[config.mk]
export PLATFORM = sky130hd
export DESIGN_NAME = register_file_3r1w_flat
export DESIGN_NICKNAME = d
export VERILOG_FILES = /design/src/rtl/register_file_3r1w_if.sv /design/src/rtl/register_file_3r1w.sv /design/src/flat_wrapper.sv
export SDC_FILE = /design/constraint.sdc
export NUM_CORES = 2
export LEC_CHECK = 0
export BUFFER_PORTS_ARGS = -buffer_cell sky130_fd_sc_hd__buf_2
export CAP_MARGIN = 20
export CORE_MARGIN = 5
export CORE_UTILIZATION = 35
export DETAILED_ROUTE_END_ITERATION = 12
export PLACE_DENSITY = 0.62
export SLEW_MARGIN = 20
export SYNTH_ARGS = -nofsm -noshare
export SYNTH_HDL_FRONTEND = slang
export SYNTH_SLANG_ARGS = --single-unit
[constraint.sdc]
create_clock -name Clk -period 13 [get_ports Clk]
set_input_delay 0.65 -clock Clk [delete_from_list [all_inputs] [get_ports Clk]]
set_output_delay 0.65 -clock Clk [all_outputs]
set_load 0.05 [all_outputs]
[src/rtl/register_file_3r1w_if.sv]
// Register-file port bundle: three read ports, one write port and the PC value
// used for R15 reads. The master is the pipeline side, the slave is the register file.
interface register_file_3r1w_if #(
  parameter int unsigned DATA_W = 32,
  parameter int unsigned ADDR_W = 4,
  parameter int unsigned PC_W   = 8
);
  // Read port addresses and data
  logic [ADDR_W-1:0] RA;
  logic [ADDR_W-1:0] RB;
  logic [ADDR_W-1:0] RD;
  logic [DATA_W-1:0] PA;
  logic [DATA_W-1:0] PB;
  logic [DATA_W-1:0] PD;
  // Write port from MEM/WB
  logic [ADDR_W-1:0] RW;
  logic [DATA_W-1:0] PW;
  logic              LE;
  // Already-adjusted PC returned on R15 reads
  logic [PC_W-1:0]   PC_in;

  modport master (
    output RA, RB, RD, RW, PW, LE, PC_in,
    input  PA, PB, PD
  );

  modport slave (
    input  RA, RB, RD, RW, PW, LE, PC_in,
    output PA, PB, PD
  );
endinterface

[src/rtl/register_file_3r1w.sv]
// ARM general-purpose register file: R0-R14 are flops, R15 reads return the
// supplied PC. Three combinational read ports with write-before-read bypass and
// one synchronous write port. Clr clears the array asynchronously.
module register_file_3r1w #(
  parameter int unsigned DATA_W = 32,
  parameter int unsigned ADDR_W = 4,
  parameter int unsigned PC_W   = 8
) (
  input logic                  Clk,
  input logic                  Clr,
  register_file_3r1w_if.slave  bus
);

  // The highest address is the PC alias; everything below it is real storage.
  localparam int unsigned          NumRegs = (1 << ADDR_W) - 1;
  localparam logic [ADDR_W-1:0]    PcAddr  = '1;
  localparam int unsigned          NumRd   = 3;

  logic [DATA_W-1:0] regs_q [NumRegs];
  logic [DATA_W-1:0] regs_d [NumRegs];
  logic [NumRegs-1:0] wr_en_oh;
  logic               wr_live;
  logic [DATA_W-1:0]  pc_ext;

  logic [ADDR_W-1:0]  rd_addr [NumRd];
  logic [DATA_W-1:0]  rd_data [NumRd];

  // Write is live only when enabled, out of reset and not aimed at R15.
  assign wr_live = bus.LE && !Clr && (bus.RW != PcAddr);
  assign pc_ext  = DATA_W'(bus.PC_in);

  // One-hot write decode over R0-R14.
  always_comb begin
    wr_en_oh = '0;
    for (int i = 0; i < NumRegs; i++) begin
      wr_en_oh[i] = wr_live && (bus.RW == ADDR_W'(i));
    end
  end

  // Next-state of the array: selected register takes PW, others hold.
  always_comb begin
    for (int i = 0; i < NumRegs; i++) begin
      regs_d[i] = wr_en_oh[i] ? bus.PW : regs_q[i];
    end
  end

  // Register array with asynchronous clear; Clr dominates any pending write.
  always_ff @(posedge Clk or posedge Clr) begin
    if (Clr) begin
      for (int i = 0; i < NumRegs; i++) begin
        regs_q[i] <= '0;
      end
    end else begin
      for (int i = 0; i < NumRegs; i++) begin
        regs_q[i] <= regs_d[i];
      end
    end
  end

  assign rd_addr[0] = bus.RA;
  assign rd_addr[1] = bus.RB;
  assign rd_addr[2] = bus.RD;

  // Read muxes: R15 -> PC, matching live write -> PW, else stored value.
  always_comb begin
    for (int p = 0; p < NumRd; p++) begin
      rd_data[p] = '0;
      if (rd_addr[p] == PcAddr) begin
        rd_data[p] = pc_ext;
      end else if (wr_live && (rd_addr[p] == bus.RW)) begin
        rd_data[p] = bus.PW;
      end else begin
        for (int i = 0; i < NumRegs; i++) begin
          if (rd_addr[p] == ADDR_W'(i)) begin
            rd_data[p] = regs_q[i];
          end
        end
      end
    end
  end

  assign bus.PA = rd_data[0];
  assign bus.PB = rd_data[1];
  assign bus.PD = rd_data[2];

endmodule

[src/flat_wrapper.sv]
// flat-port wrapper written by rule: the top's interface ports become plain ports
module register_file_3r1w_flat 
#(
  parameter int unsigned DATA_W = 32,
  parameter int unsigned ADDR_W = 4,
  parameter int unsigned PC_W   = 8
)
  (Clk, Clr, bus_RA, bus_RB, bus_RD, bus_RW, bus_PW, bus_LE, bus_PC_in, bus_PA, bus_PB, bus_PD);
  register_file_3r1w_if #(.DATA_W(DATA_W), .ADDR_W(ADDR_W), .PC_W(PC_W)) bus_i ();
  input logic Clk;
  input logic Clr;
  input wire logic [$bits(bus_i.RA)-1:0] bus_RA;
  input wire logic [$bits(bus_i.RB)-1:0] bus_RB;
  input wire logic [$bits(bus_i.RD)-1:0] bus_RD;
  input wire logic [$bits(bus_i.RW)-1:0] bus_RW;
  input wire logic [$bits(bus_i.PW)-1:0] bus_PW;
  input wire logic [$bits(bus_i.LE)-1:0] bus_LE;
  input wire logic [$bits(bus_i.PC_in)-1:0] bus_PC_in;
  output wire logic [$bits(bus_i.PA)-1:0] bus_PA;
  output wire logic [$bits(bus_i.PB)-1:0] bus_PB;
  output wire logic [$bits(bus_i.PD)-1:0] bus_PD;
  assign bus_i.RA = bus_RA;
  assign bus_i.RB = bus_RB;
  assign bus_i.RD = bus_RD;
  assign bus_i.RW = bus_RW;
  assign bus_i.PW = bus_PW;
  assign bus_i.LE = bus_LE;
  assign bus_i.PC_in = bus_PC_in;
  assign bus_PA = bus_i.PA;
  assign bus_PB = bus_i.PB;
  assign bus_PD = bus_i.PD;
  register_file_3r1w #(.DATA_W(DATA_W), .ADDR_W(ADDR_W), .PC_W(PC_W)) u_core (.Clk(Clk), .Clr(Clr), .bus(bus_i));
endmodule
==> results.sh <==
export IMPL_ys_seq_area_share_pct=36.8
export IMPL_clk_path_buf_depth=3
export IMPL_reg2reg_to="u_core.regs_q[241]$_DFFE_PP0P_"
export IMPL_yosys_area_share_adder_pct=0
export IMPL_drv_slew=0
export IMPL_finalSetupTns_ns=0
export IMPL_placedInstanceArea_sq_um=34500
export IMPL_worstRegToRegCells=1
export IMPL_core_area_sq_um=92900
export IMPL_synth_compound_area_share_pct=21.7
export IMPL_setup_worst_path_class="in -> out"
export IMPL_tightest_slew_ns=1.36
export IMPL_crit_path_max_fanout=46
export IMPL_syn_area_sq_um=32700
export IMPL_internal_power_w=0.00325
export IMPL_ys_warnings_count=0
export IMPL_largest_reg_flops=480
export IMPL_hp_class="in -> async"
export IMPL_dp_slack_ns=7.43
export IMPL_syn_area_per_cell_sq_um=9.63
export IMPL_arrival_ns=5.40
export IMPL_pwr_share_seq_pct=41.9
export IMPL_period_minus_slack_ns=6.05
export IMPL_synth_simple_area_share_pct=9.99
export IMPL_initial_core_util_pct=35.1
export IMPL_grt_overflow=0
export IMPL_p_leak_nw=15.3
export IMPL_worst_clock_skew_ns=0
export IMPL_layout_commonest_cell="mux2_2"
export IMPL_root_buffer="clkbuf_16"
export IMPL_htree_levels=2
export IMPL_p_sw_w=0.00203
export IMPL_antenna_found_initial=26
export IMPL_fmax_mhz=165
export IMPL_synth_nets=3450
export IMPL_port_buffer_count=154
export IMPL_synth_cell_types=73
export IMPL_fin_area_sq_um=36400
export IMPL_via_per_inst=7.39
export IMPL_outcome="completed"
export IMPL_cts_resized=0
export IMPL_die_area_sq_um=99500
export IMPL_cts_tree="built"
export IMPL_vias=34500
export IMPL_setup_violations_final=0
export IMPL_hold_buffers=0
export IMPL_postCtsSetupRepairBufs=0
export IMPL_switching_share_pct=38.5
export IMPL_cpPeakStageDelay_ns=1.05
export IMPL_synth_edf_count=0
export IMPL_clkTransAtPathRegs_ns=0.06
export IMPL_netlist_instances=3391
export IMPL_synth_xor_area_share_pct=0.322
export IMPL_layout_setup_ws_ns=6.95
export IMPL_grt_pass1_wl_microns=253000
export IMPL_slew_headroom_pct=9.27
export IMPL_ant_nets=0
export IMPL_clkLatencyLatePin_ns=0.66
export IMPL_drt_iter0_drc=7215
export IMPL_die_x_microns=315
export IMPL_synthMuxAreaShare_pct=26.1
export IMPL_timing_rr_start="u_core.regs_q[241]$_DFFE_PP0P_"
export IMPL_gr_usage_all_layers_pct=35.5
export IMPL_p_comb_share_pct=28.0
export IMPL_rsz0062_at_grt="no"
export IMPL_slowest_stage="o311ai_0"
export IMPL_cts_buffers=53
export IMPL_hold_viol=0
export IMPL_dpl_cell_count=4556
export IMPL_pwr_density_cell_nw_per_um2=145
export IMPL_async_reset_ff_share_pct=100
export IMPL_dp_hpwl_microns=115000
export IMPL_drv_cap=0
export IMPL_drc_errors=0
export IMPL_start_kind="input pin"
export IMPL_fp_dieH_microns=315
export IMPL_synth_main_ff_cell="dfrtp_1"
export IMPL_wl_per_cell_microns=39.6
export IMPL_nNetsFinal=3418
export IMPL_grt_max_degree=159
export IMPL_first_pass_iters=8
export IMPL_layoutNonFillerInstCount=4673
export IMPL_min_period_over_period_pct=46.5
export IMPL_place_congestion=1.06
export IMPL_power_frac_clock_pct=30.1
export IMPL_largestRegisters="u_core.regs_q (480)"
export IMPL_end_kind="primary output"
export IMPL_regMostFlops="u_core.regs_q"
export IMPL_r2r_setup_slack_ns=12.03
export IMPL_rows=112
export IMPL_layout_cells_most_common_list="mux2_2 (512), dfrtp_1 (480), a21oi_1 (265)"
export IMPL_drt_wl_total_microns=185000
export IMPL_critPathRequiredTime_ns=12.35
export IMPL_synth_top_family_by_area="multiplexers"
export IMPL_cts_sinks=480
export IMPL_grt_pass1_vias=31500
export IMPL_path_cells="buf_2 -> buf_4 -> xor2_1 -> or4_4 -> buf_4 -> nand2_1 -> o311ai_0 -> buf_2"
export IMPL_ioPinCount=155
export IMPL_ys_ff_latch=480
export IMPL_drive_gt1_share_pct=29.0
export IMPL_peakVddDrop_mv=0.0995
export IMPL_startpoint="bus_RD[2]"
export IMPL_area_delta_synth_final_pct=11.5
## routing by layer
layer | wire length (microns) | vias to the layer above | track usage (%)
li1 | - | 12800 | -
met1 | 67600 | 16800 | 45.8
met2 | 69700 | 3781 | 46.6
met3 | 31200 | 1147 | 17.6
met4 | 16600 | 22 | 23.0
met5 | 229 | - | 0.532
## power by group through the flow
stage | clock network (W) | registers (W) | logic, W
floorplan | 0 | 0.00202 | 0.00102
global placement | 0 | 0.00219 | 0.00140
detailed placement | 0 | 0.00219 | 0.00141
CTS | 0.00160 | 0.00217 | 0.00142
global route | 0.00165 | 0.00221 | 0.00153
finish | 0.00159 | 0.00221 | 0.00148
## stage by stage
step | hold WS, ns | total power (W) | utilization (%)
3_3_place_gp | 0.490 | 0.00359 | 37.2
3_5_place_dp | 0.493 | 0.00360 | 37.2
5_1_grt | 0.278 | 0.00539 | 39.1
4_1_cts | 0.220 | 0.00518 | 39.1
2_1_floorplan | 0.479 | 0.00304 | -
6_report | 0.187 | 0.00528 | 39.2
## worst max path at each step
stage / end / cells past startpoint / slack, ns
6_report: bus_PD[21] / 8 / 6.95
5_1_grt: bus_PD[21] / 8 / 7.10
4_1_cts: bus_PD[21] / 8 / 7.40
3_5_place_dp: bus_PD[21] / 8 / 7.43
3_3_place_gp: bus_PD[15] / 9 / 7.35
2_1_floorplan: u_core.regs_q[0]$_DFFE_PP0P_ / 1 / 5.85
## worst max-delay path, delay by kind of cell
family / cells / cell delay [ns]
XOR/XNOR: 1 / 0.36
AO/OA/AOI/OAI: 1 / 1.05
buffers and inverters: 4 / 2.30
AND/OR/NAND/NOR: 2 / 0.92
## cells by family (layout without fill, tap and decap cells)
logic type      after synthesis  count (layout)
other cells                   0              19
compound gates             1077            1077
simple gates                718             718
buf+inv                     384             393
xor+xnor                     12              12
flops                       480             480
mux                         720             720
## area by class of cell
cell class	count	area (sq um)
fillers	9245	56500
multi-input cells	2527	19200
flip-flops and latches	480	12000
repair buffers	268	1710
well taps	1254	1570
clock buffers	72	1520
clock inverters	24	254
inverters	29	113
diodes	19	47.5
## cells in the mapped netlist (40+ instances only)
cell	count	area share [%]
nor2_1	260	3.0
clkbuf_1	154	1.8
buf_2	114	1.7
nor2b_1	40	0.77
mux2i_1	152	4.7
o22ai_1	88	1.7
a22oi_1	79	1.8
mux4_2	54	3.7
a21oi_1	266	4.1
o21ai_0	225	3.4
mux2_2	512	18
o211ai_1	43	0.99
dfrtp_1	480	37
o221ai_1	51	1.4
a221oi_1	48	1.3
nand2_1	221	2.5
buf_1	71	0.82
nand3_1	47	0.72
Power figures use the tool's default switching activity.
